### src/rtl/acc_datapath.sv
// acc_datapath: execute stage of the 16-bit accumulator CPU.
// Holds PC, ACC, SP and ALUOut; all sequencing comes from the upstream control unit.
// Optional feature macro: ACC_OVF_EN builds a sticky signed-overflow flag on Ovf.
module acc_datapath #(
  parameter logic [15:0] SP_INIT = 16'h07fe,
  parameter logic [15:0] PC_INIT = 16'h0000
) (
  input  logic        CLK,
  input  logic        Reset,
  input  logic [1:0]  PCSrc,
  input  logic [1:0]  PCWrite,
  input  logic [1:0]  BneOrBeq,
  input  logic [2:0]  ACCSrc,
  input  logic        ACCWrite,
  input  logic        SPWrite,
  input  logic [1:0]  ALUSrcA,
  input  logic [2:0]  ALUSrcB,
  input  logic [2:0]  ALUOp,
  input  logic [15:0] IROut,
  input  logic [15:0] MDROut,
  output logic [15:0] PC,
  output logic [15:0] ACC,
  output logic [15:0] SP,
  output logic [15:0] ALUOut,
  output logic        Zero,
  output logic        Ovf
);

  logic [9:0]  imm;
  logic [15:0] imm_sx, imm_zx;
  logic [15:0] alu_a, alu_b, alu_res;
  logic [15:0] pc_next;
  logic        taken, pc_we;
  logic        unused_ir;

  assign imm       = IROut[9:0];
  assign imm_sx    = {{6{imm[9]}}, imm};
  assign imm_zx    = {6'd0, imm};
  // IROut[15:10] is opcode space consumed upstream
  assign unused_ir = &{1'b0, IROut[15:10]};

  // Operand muxes and ALU function
  always_comb begin
    alu_a = 16'h0000;
    case (ALUSrcA)
      2'd0:    alu_a = PC;
      2'd1:    alu_a = ACC;
      2'd2:    alu_a = SP;
      default: alu_a = 16'h0000;
    endcase
    alu_b = 16'h0000;
    case (ALUSrcB)
      3'd0:    alu_b = MDROut;
      3'd1:    alu_b = 16'h0002;
      3'd2:    alu_b = imm_sx;
      3'd3:    alu_b = imm_zx;
      3'd4:    alu_b = {imm_sx[14:0], 1'b0};
      3'd5:    alu_b = {IROut[7:0], 8'h00};
      default: alu_b = 16'h0000;
    endcase
    alu_res = 16'h0000;
    case (ALUOp)
      3'd0:    alu_res = alu_a + alu_b;
      3'd1:    alu_res = alu_a - alu_b;
      3'd2:    alu_res = alu_a & alu_b;
      3'd3:    alu_res = alu_a | alu_b;
      3'd4:    alu_res = ($signed(alu_a) < $signed(alu_b)) ? 16'h0001 : 16'h0000;
      3'd5:    alu_res = alu_b;
      default: alu_res = 16'h0000;
    endcase
  end

  assign Zero = (alu_res == 16'h0000);

  // Branch decision and next-PC select; unconditional write dominates
  always_comb begin
    taken   = ((BneOrBeq == 2'b01) && Zero) || ((BneOrBeq == 2'b10) && !Zero);
    pc_we   = PCWrite[0] || (PCWrite[1] && taken);
    pc_next = alu_res;
    case (PCSrc)
      2'd0:    pc_next = alu_res;
      2'd1:    pc_next = ALUOut;
      2'd2:    pc_next = {PC[15:11], imm, 1'b0};
      default: pc_next = ACC;
    endcase
  end

  // Architectural registers; every write sees pre-edge values, reset wins
  always_ff @(posedge CLK) begin
    if (!Reset) begin
      PC     <= PC_INIT;
      ACC    <= 16'h0000;
      SP     <= SP_INIT;
      ALUOut <= 16'h0000;
    end else begin
      ALUOut <= alu_res;
      if (pc_we)   PC <= pc_next;
      if (SPWrite) SP <= alu_res;
      if (ACCWrite) begin
        case (ACCSrc)
          3'd0:    ACC <= ALUOut;
          3'd1:    ACC <= MDROut;
          3'd2:    ACC <= alu_res;
          3'd3:    ACC <= imm_sx;
          3'd4:    ACC <= PC;
          default: ACC <= ACC;
        endcase
      end
    end
  end

`ifdef ACC_OVF_EN
  logic ovf_now;

  // Signed overflow of add/sub: operand signs vs result sign
  always_comb begin
    ovf_now = 1'b0;
    if (ALUOp == 3'd0)
      ovf_now = (alu_a[15] == alu_b[15]) && (alu_res[15] != alu_a[15]);
    else if (ALUOp == 3'd1)
      ovf_now = (alu_a[15] != alu_b[15]) && (alu_res[15] != alu_a[15]);
  end

  // Sticky flag, cleared only by reset
  always_ff @(posedge CLK) begin
    if (!Reset)       Ovf <= 1'b0;
    else if (ovf_now) Ovf <= 1'b1;
  end
`else
  assign Ovf = 1'b0;
`endif

endmodule
### config.mk
export PLATFORM = sky130hd
export DESIGN_NAME = acc_datapath
export DESIGN_NICKNAME = d
export VERILOG_FILES = /design/src/rtl/acc_datapath.sv
export SDC_FILE = /design/constraint.sdc
export NUM_CORES = 1
export LEC_CHECK = 0
export CAP_MARGIN = 20
export CORE_UTILIZATION = 40
export CTS_BUF_LIST = sky130_fd_sc_hd__clkbuf_8 sky130_fd_sc_hd__clkbuf_16
export DETAILED_ROUTE_END_ITERATION = 12
export SYNTH_ARGS = -nofsm -noshare
export SYNTH_HDL_FRONTEND = slang
export SYNTH_SLANG_ARGS = --single-unit
### constraint.sdc
create_clock -name CLK -period 10.9 [get_ports CLK]
set_clock_uncertainty 0.1 [all_clocks]
set_input_delay 1.09 -clock CLK [delete_from_list [all_inputs] [get_ports CLK]]
set_output_delay 1.09 -clock CLK [all_outputs]
set_load 0.02 [all_outputs]
==> flow_summary_export.csv, run 1 <==
group,metric,value,unit
worst_setup_path,r2r_slack,5.45,ns
global_routing,grt_max_degree,57,
worst_setup_path,critPathRequiredTime,9.71,ns
global_routing,grt-ovfl-total,0,
detailed_routing,wirelength,22.3,mm
worst_setup_path,path_class,"input pin to primary output",
synth,netlist_top_cells_area,"dfxtp_1 20%, ha_1 9.6%, nand2_1 6.8%",
clocking,clk_pin_slew,0.05,ns
detailed_routing,vias,6817,
detailed_routing,viasPerCell,5.83,
floorplanning,die_y,129,um
floorplanning,rows,46,
worst_setup_path,worst_setup_path_end_kind,"primary output",
clocking,cts_hold_buf,0,
layout,area_growth,22.3,%
synth,ys.flop_type,"dfxtp_1",
clocking,cts_root_buf,"clkbuf_16",
synth,synth_edf_count,0,
hold_path,hp-class,"flop to flop",
global_routing,gr-usage-all-layers,26.7,%
layout,drive_gt1_share,5.66,%
worst_setup_path,max_stage_delay,0.77,ns
synth,syn_avg_cell_area,7.35,um^2
worst_setup_path,critPathMaxFanout,20,
layout,final_nets,1056,
synth,ys_types,81,
sta,rsz0062_at_grt,"false",
synth,ys_seq_elements,64,
placement,postPlaceCellArea,0.00766,mm^2
synth,yosysTopAreaCellShare,19.8,%
clocking,worstSkewPairLatency,0.33,ns
placement,port_buffers,111,
layout,fill_cells,1565,
sta,worst_pin_slew,1.10,ns
sta,hold_viol,0,
synth,netlist_area,0.00648,mm^2
detailed_routing,drtPass1Iterations,5,
layout,antennaDiodeCount,0,
clocking,h-tree-depth,3,
clocking,ctsLongestPathBuffers,2,
synth,ys_seq_area_share,19.8,%
placement,dp_hpwl,17.6,mm
global_routing,grt_pass1_wl,34.5,mm
pwr,worst_ir_drop_vdd,0.103,mV
floorplanning,die_w,129,um
detailed_routing,drc,0,
worst_setup_path,cp_slowest_cell,"clkdlybuf4s50_1",
floorplanning,io_pins,119,
synth,yosys.area.top_type,"dfxtp_1",
global_routing,grt_pass1_vias,6142,
layout,finish.instance_area,0.00793,mm^2
pwr,power.density,118,mW/mm^2
floorplanning,initial_core_util,41.0,%
sta,drv_slew,0,
worst_setup_path,cp_cell_sequence,"clkdlybuf4s50_1 > or2_2 > o21ai_0 > inv_1 > ha_1 > o211ai_1 > a21oi_1 > o41ai_1 > nor4_1 > nor3_2 > nand3_1 > or4b_1 > nand4bb_4 > nor3_1 > clkdlybuf4s50_1",
synth,synth_commonest_cells,"117 x nand2_1, 78 x o21ai_0, 66 x nor2_1",
placement,gp_congestion,0.873,
clocking,cts_resized,0,
sta,finalSetupViolCount,0,
pwr,leakage,0.00318,uW
detailed_routing,drt_iter0_drc,641,
synth,yosys_warnings,0,
floorplanning,coreArea,0.0158,mm^2
clocking,cts_setup_buffers,0,
synth,synth.net_count,987,
job,drv_cap,0,
sta,timing.setup.tns,0,ns
worst_setup_path,crit_top_cell,"clkdlybuf4s50_1",
detailed_routing,antenna_left,0,
global_routing,antenna_found_initial,0,
sta,maxSlewHeadroom,26.5,%
outcome,status,"finished, final reports clean",
worst_setup_path,cp.arrival,6.76,ns
clocking,clock_sinks,64,
worst_setup_path,crit_path_start_kind,"input pin",
clocking,cts_made_buffers,9,
synth,postSynthCellCount,882,
clocking,cts_tree,"yes",
synth,synth_most_common_cell,"nand2_1",
synth,async_flop_share,0,%
sta,fin_crit_sh,73.0,%
detailed_routing,routedWlPerCell,19.0,um
sta,fmax,126,MHz
floorplanning,dieArea,0.0167,mm^2
sta,min_period,7.95,ns
==> worst paths after layout <==
kind	from	endpoint	cells after the start
min	SP[14]	SP[14]	2
max reg2reg	PC[0]	PC[10]	16
min reg2reg	SP[14]	SP[14]	2
max	ALUSrcB[0]	Zero	15
==> sequential cells by signal, summed over array words and instances (netlist names) <==
name / flops
ACC: 16
SP: 16
ALUOut: 16
PC: 16
==> per-layer routing <==
layer  global-route usage (%)  up-vias  wire length [um]
li1                         -     3312                 -
met1                     38.2     3201             10600
met2                     41.7      274              9860
met3                     3.14       30              1320
met4                     8.79        0               515
met5                        0        -                 0
==> power by group <==
group	leakage (uW)	switching [uW]	internal, uW
Sequential	0.000526	22.1	254
Clock	0.000143	99.4	168
Combinational	0.00251	233	157
Total	0.00318	355	580
==> critical path, delay by kind of cell <==
| family | cells | cell delay [ns] |
|---|---|---|
| AOI/OAI and AO/OA | 4 | 1.38 |
| and+or+nand+nor | 7 | 2.29 |
| adders and majority gates | 1 | 0.45 |
| buffers and inverters | 3 | 1.55 |
==> kinds of logic after synthesis <==
kind of cell,share of synthesized area [%]
compound gates,30.9
simple gates,20.7
buf+inv,7.85
flops,19.8
fa+ha+maj,10.3
mux,9.17
xor+xnor,1.22
other cells,0.0578
==> cell usage in the layout, fill, tap and decap left out, types with 9 or more instances in the layout <==
master           instances
dfxtp_1                 64
clkdlybuf4s50_1        110
mux2i_1                 38
a211oi_1                17
o22ai_1                 27
nor2_1                  66
a21oi_1                 65
nor2b_1                 11
nand3_1                  9
ha_1                    50
nand2_1                117
a31oi_1                 10
clkbuf_16                9
o21ai_0                 78
inv_1                   67
o21a_1                  14
nand2b_1                10
o211ai_1                25
==> final cells by class <==
class,count,area (um^2),share of cell area [%]
multi-input cells,691,4690,59.2
flip-flops and latches,64,1280,16.2
repair buffers,119,1170,14.7
well taps,216,270,3.41
clock buffers,12,267,3.36
inverters,66,248,3.12
clock inverters,2,7.51,0.0946
==> metrics by stage <==
stage,setup slack [ns],cells,util [%],hold WS [ns],total power [uW]
final,2.95,1170,50.1,0.404,935
after global routing,2.68,1170,50.1,0.418,981
after CTS,3.06,1170,50.1,0.400,932
after detailed placement,3.06,1156,48.4,0.393,664
after global placement,3.12,1156,48.4,0.378,663
after floorplan,4.47,882,-,0.451,531
No activity file was read; power rests on OpenSTA's default activity.
==> run 2: changes to the inputs <==
clock period = 7.5 ns   (was 10.9 ns; I/O delays follow)
==> run 2 against run 1 <==
  * Worst hold slack got worse by 0.0024 ns
  * Global-route usage is 0.42 points higher
  * Cell count is 0.77% higher
==> flow_summary_export.csv, run 2 (same netlist as run 1, synthesis figures left out) <==
group,metric,value,unit
layout,final_common_cell,"nand2_1",
worst_setup_path,crit_top_cell,"clkdlybuf4s50_1",
pwr,leakage,0.00321,uW
floorplanning,coreArea,0.0158,mm^2
clocking,worstSkewPairLatency,0.33,ns
outcome,status,"finished, final reports clean",
floorplanning,die_w,129,um
detailed_routing,drc,0,
sta,worst_pin_slew,1.08,ns
detailed_routing,met3_length,1.69,mm
placement,dp_hpwl,17.7,mm
sta,maxSlewHeadroom,28.1,%
global_routing,grt_max_degree,56,
sta,layout_setup_ws,0.613,ns
layout,antennaDiodeCount,0,
global_routing,antenna_found_initial,0,
worst_setup_path,cp_cell_sequence,"clkdlybuf4s50_1 > nor2b_1 > nand2_1 > o21ai_0 > inv_1 > ha_1 > o211ai_1 > a21oi_1 > o41ai_1 > o211a_1 > nor3_2 > nand3_1 > or4b_1 > nand4bb_4 > nor3_1 > clkdlybuf4s50_1",
floorplanning,dieArea,0.0167,mm^2
layout,final_cell_mix,"117 x nand2_1, 110 x clkdlybuf4s50_1, 78 x o21ai_0",
clocking,cts_hold_buf,0,
global_routing,grt_pass1_vias,6241,
placement,dp_cells,1164,
layout,drive_gt1_share,6.75,%
layout,final_nets,1064,
sta,fmax,145,MHz
floorplanning,io_pins,119,
sta,rsz0062_at_grt,"false",
clocking,cts_made_buffers,9,
detailed_routing,topRoutingLayerUsed,"met4",
detailed_routing,met2WireLength,10.0,mm
worst_setup_path,cp.arrival,6.04,ns
detailed_routing,wl_met1,10.3,mm
detailed_routing,antenna_left,0,
placement,port_buffers,111,
detailed_routing,vias,6804,
worst_setup_path,critPathRequiredTime,6.65,ns
job,drv_cap,0,
layout,stdcell_count,1179,
clocking,ctsLongestPathBuffers,2,
clocking,cts_resized,0,
worst_setup_path,max_stage_delay,0.79,ns
placement,place_ws,0.642,ns
detailed_routing,viasPerCell,5.77,
global_routing,gr-usage-all-layers,27.2,%
clocking,cts_setup_buffers,0,
sta,drv_slew,0,
detailed_routing,drt_iter0_drc,696,
clocking,h-tree-depth,3,
global_routing,grt_pass1_wl,34.9,mm
layout,area_growth,23.5,%
floorplanning,initial_core_util,41.0,%
clocking,cts_tree,"yes",
clocking,clock_sinks,64,
worst_setup_path,worst_setup_path_end_kind,"primary output",
sta,hold_viol,0,
floorplanning,rows,46,
floorplanning,die_y,129,um
worst_setup_path,crit_path_start_kind,"input pin",
clocking,clk_pin_slew,0.05,ns
detailed_routing,drtPass1Iterations,5,
pwr,worst_ir_drop_vdd,0.131,mV
detailed_routing,wirelength,22.5,mm
global_routing,grt-ovfl-total,0,
worst_setup_path,path_class,"input pin to primary output",
sta,fin_crit_sh,91.8,%
worst_setup_path,cp_slowest_cell,"clkdlybuf4s50_1",
sta,finalSetupViolCount,0,
sta,timing.setup.tns,0,ns
hold_path,hp-class,"flop to flop",
placement,gp_congestion,0.875,
worst_setup_path,critPathMaxFanout,16,
detailed_routing,routedWlPerCell,19.1,um
clocking,cts_root_buf,"clkbuf_16",
pwr,power.density,172,mW/mm^2
sta,min_period,6.89,ns
[run 2: changes by cell type in the layout (fill, tap and decap cells not counted), sizes merged]
cell / previous run / this run
clkinvlp: 0 / 1
bufinv: 0 / 1
buf: 9 / 17
clkinv: 0 / 4
inv: 68 / 66
clkbuf: 12 / 9
[run 2: critical path, delay by kind of cell]
kind	cells	cell delay, ns
adders and majority gates	1	0.50
and+or+nand+nor	7	2.15
AOI/OAI and AO/OA	5	1.07
buffers and inverters	3	1.55
[run 2: metrics by stage]
step | power, uW | utilization (%) | area [um^2] | hold WS, ns
2_1_floorplan | 772 | - | 6480 | 0.451
3_3_place_gp | 969 | 48.8 | 7720 | 0.375
3_5_place_dp | 971 | 48.8 | 7720 | 0.393
4_1_cts | 1380 | 50.6 | 8010 | 0.398
5_1_grt | 1450 | 50.6 | 8010 | 0.420
6_report | 1380 | 50.6 | 8010 | 0.401
[run 2: worst paths after layout]
check             slack, ns  cells after the start       start    end
setup / recovery       0.61                     16  ALUSrcB[1]   Zero
setup reg to reg       2.32                     14       PC[4]  PC[6]
hold reg to reg        0.40                      2       PC[3]  PC[3]
hold / removal         0.40                      2       PC[3]  PC[3]
[run 2: power breakdown]
group	internal [uW]	total [uW]	switching, uW	leakage, uW
Combinational	234	573	340	0.00254
Sequential	370	402	32.4	0.000526
Clock	254	404	150	0.000141
Total	857	1380	522	0.00321
[run 2: per-layer routing]
metal | GRT usage, % | vias up
met5 | 0 | -
met4 | 8.65 | 0
met3 | 3.59 | 38
met2 | 42.7 | 302
met1 | 38.3 | 3127
li1 | - | 3337
[run 2: area by class of cell]
type | count | area [um^2]
Fill cell | 1576 | 7820
Multi-Input combinational cell | 691 | 4690
Sequential cell | 64 | 1280
Timing Repair Buffer | 127 | 1230
Tap cell | 216 | 270
Inverter | 66 | 248
Clock buffer | 9 | 225
Clock inverter | 6 | 61.3
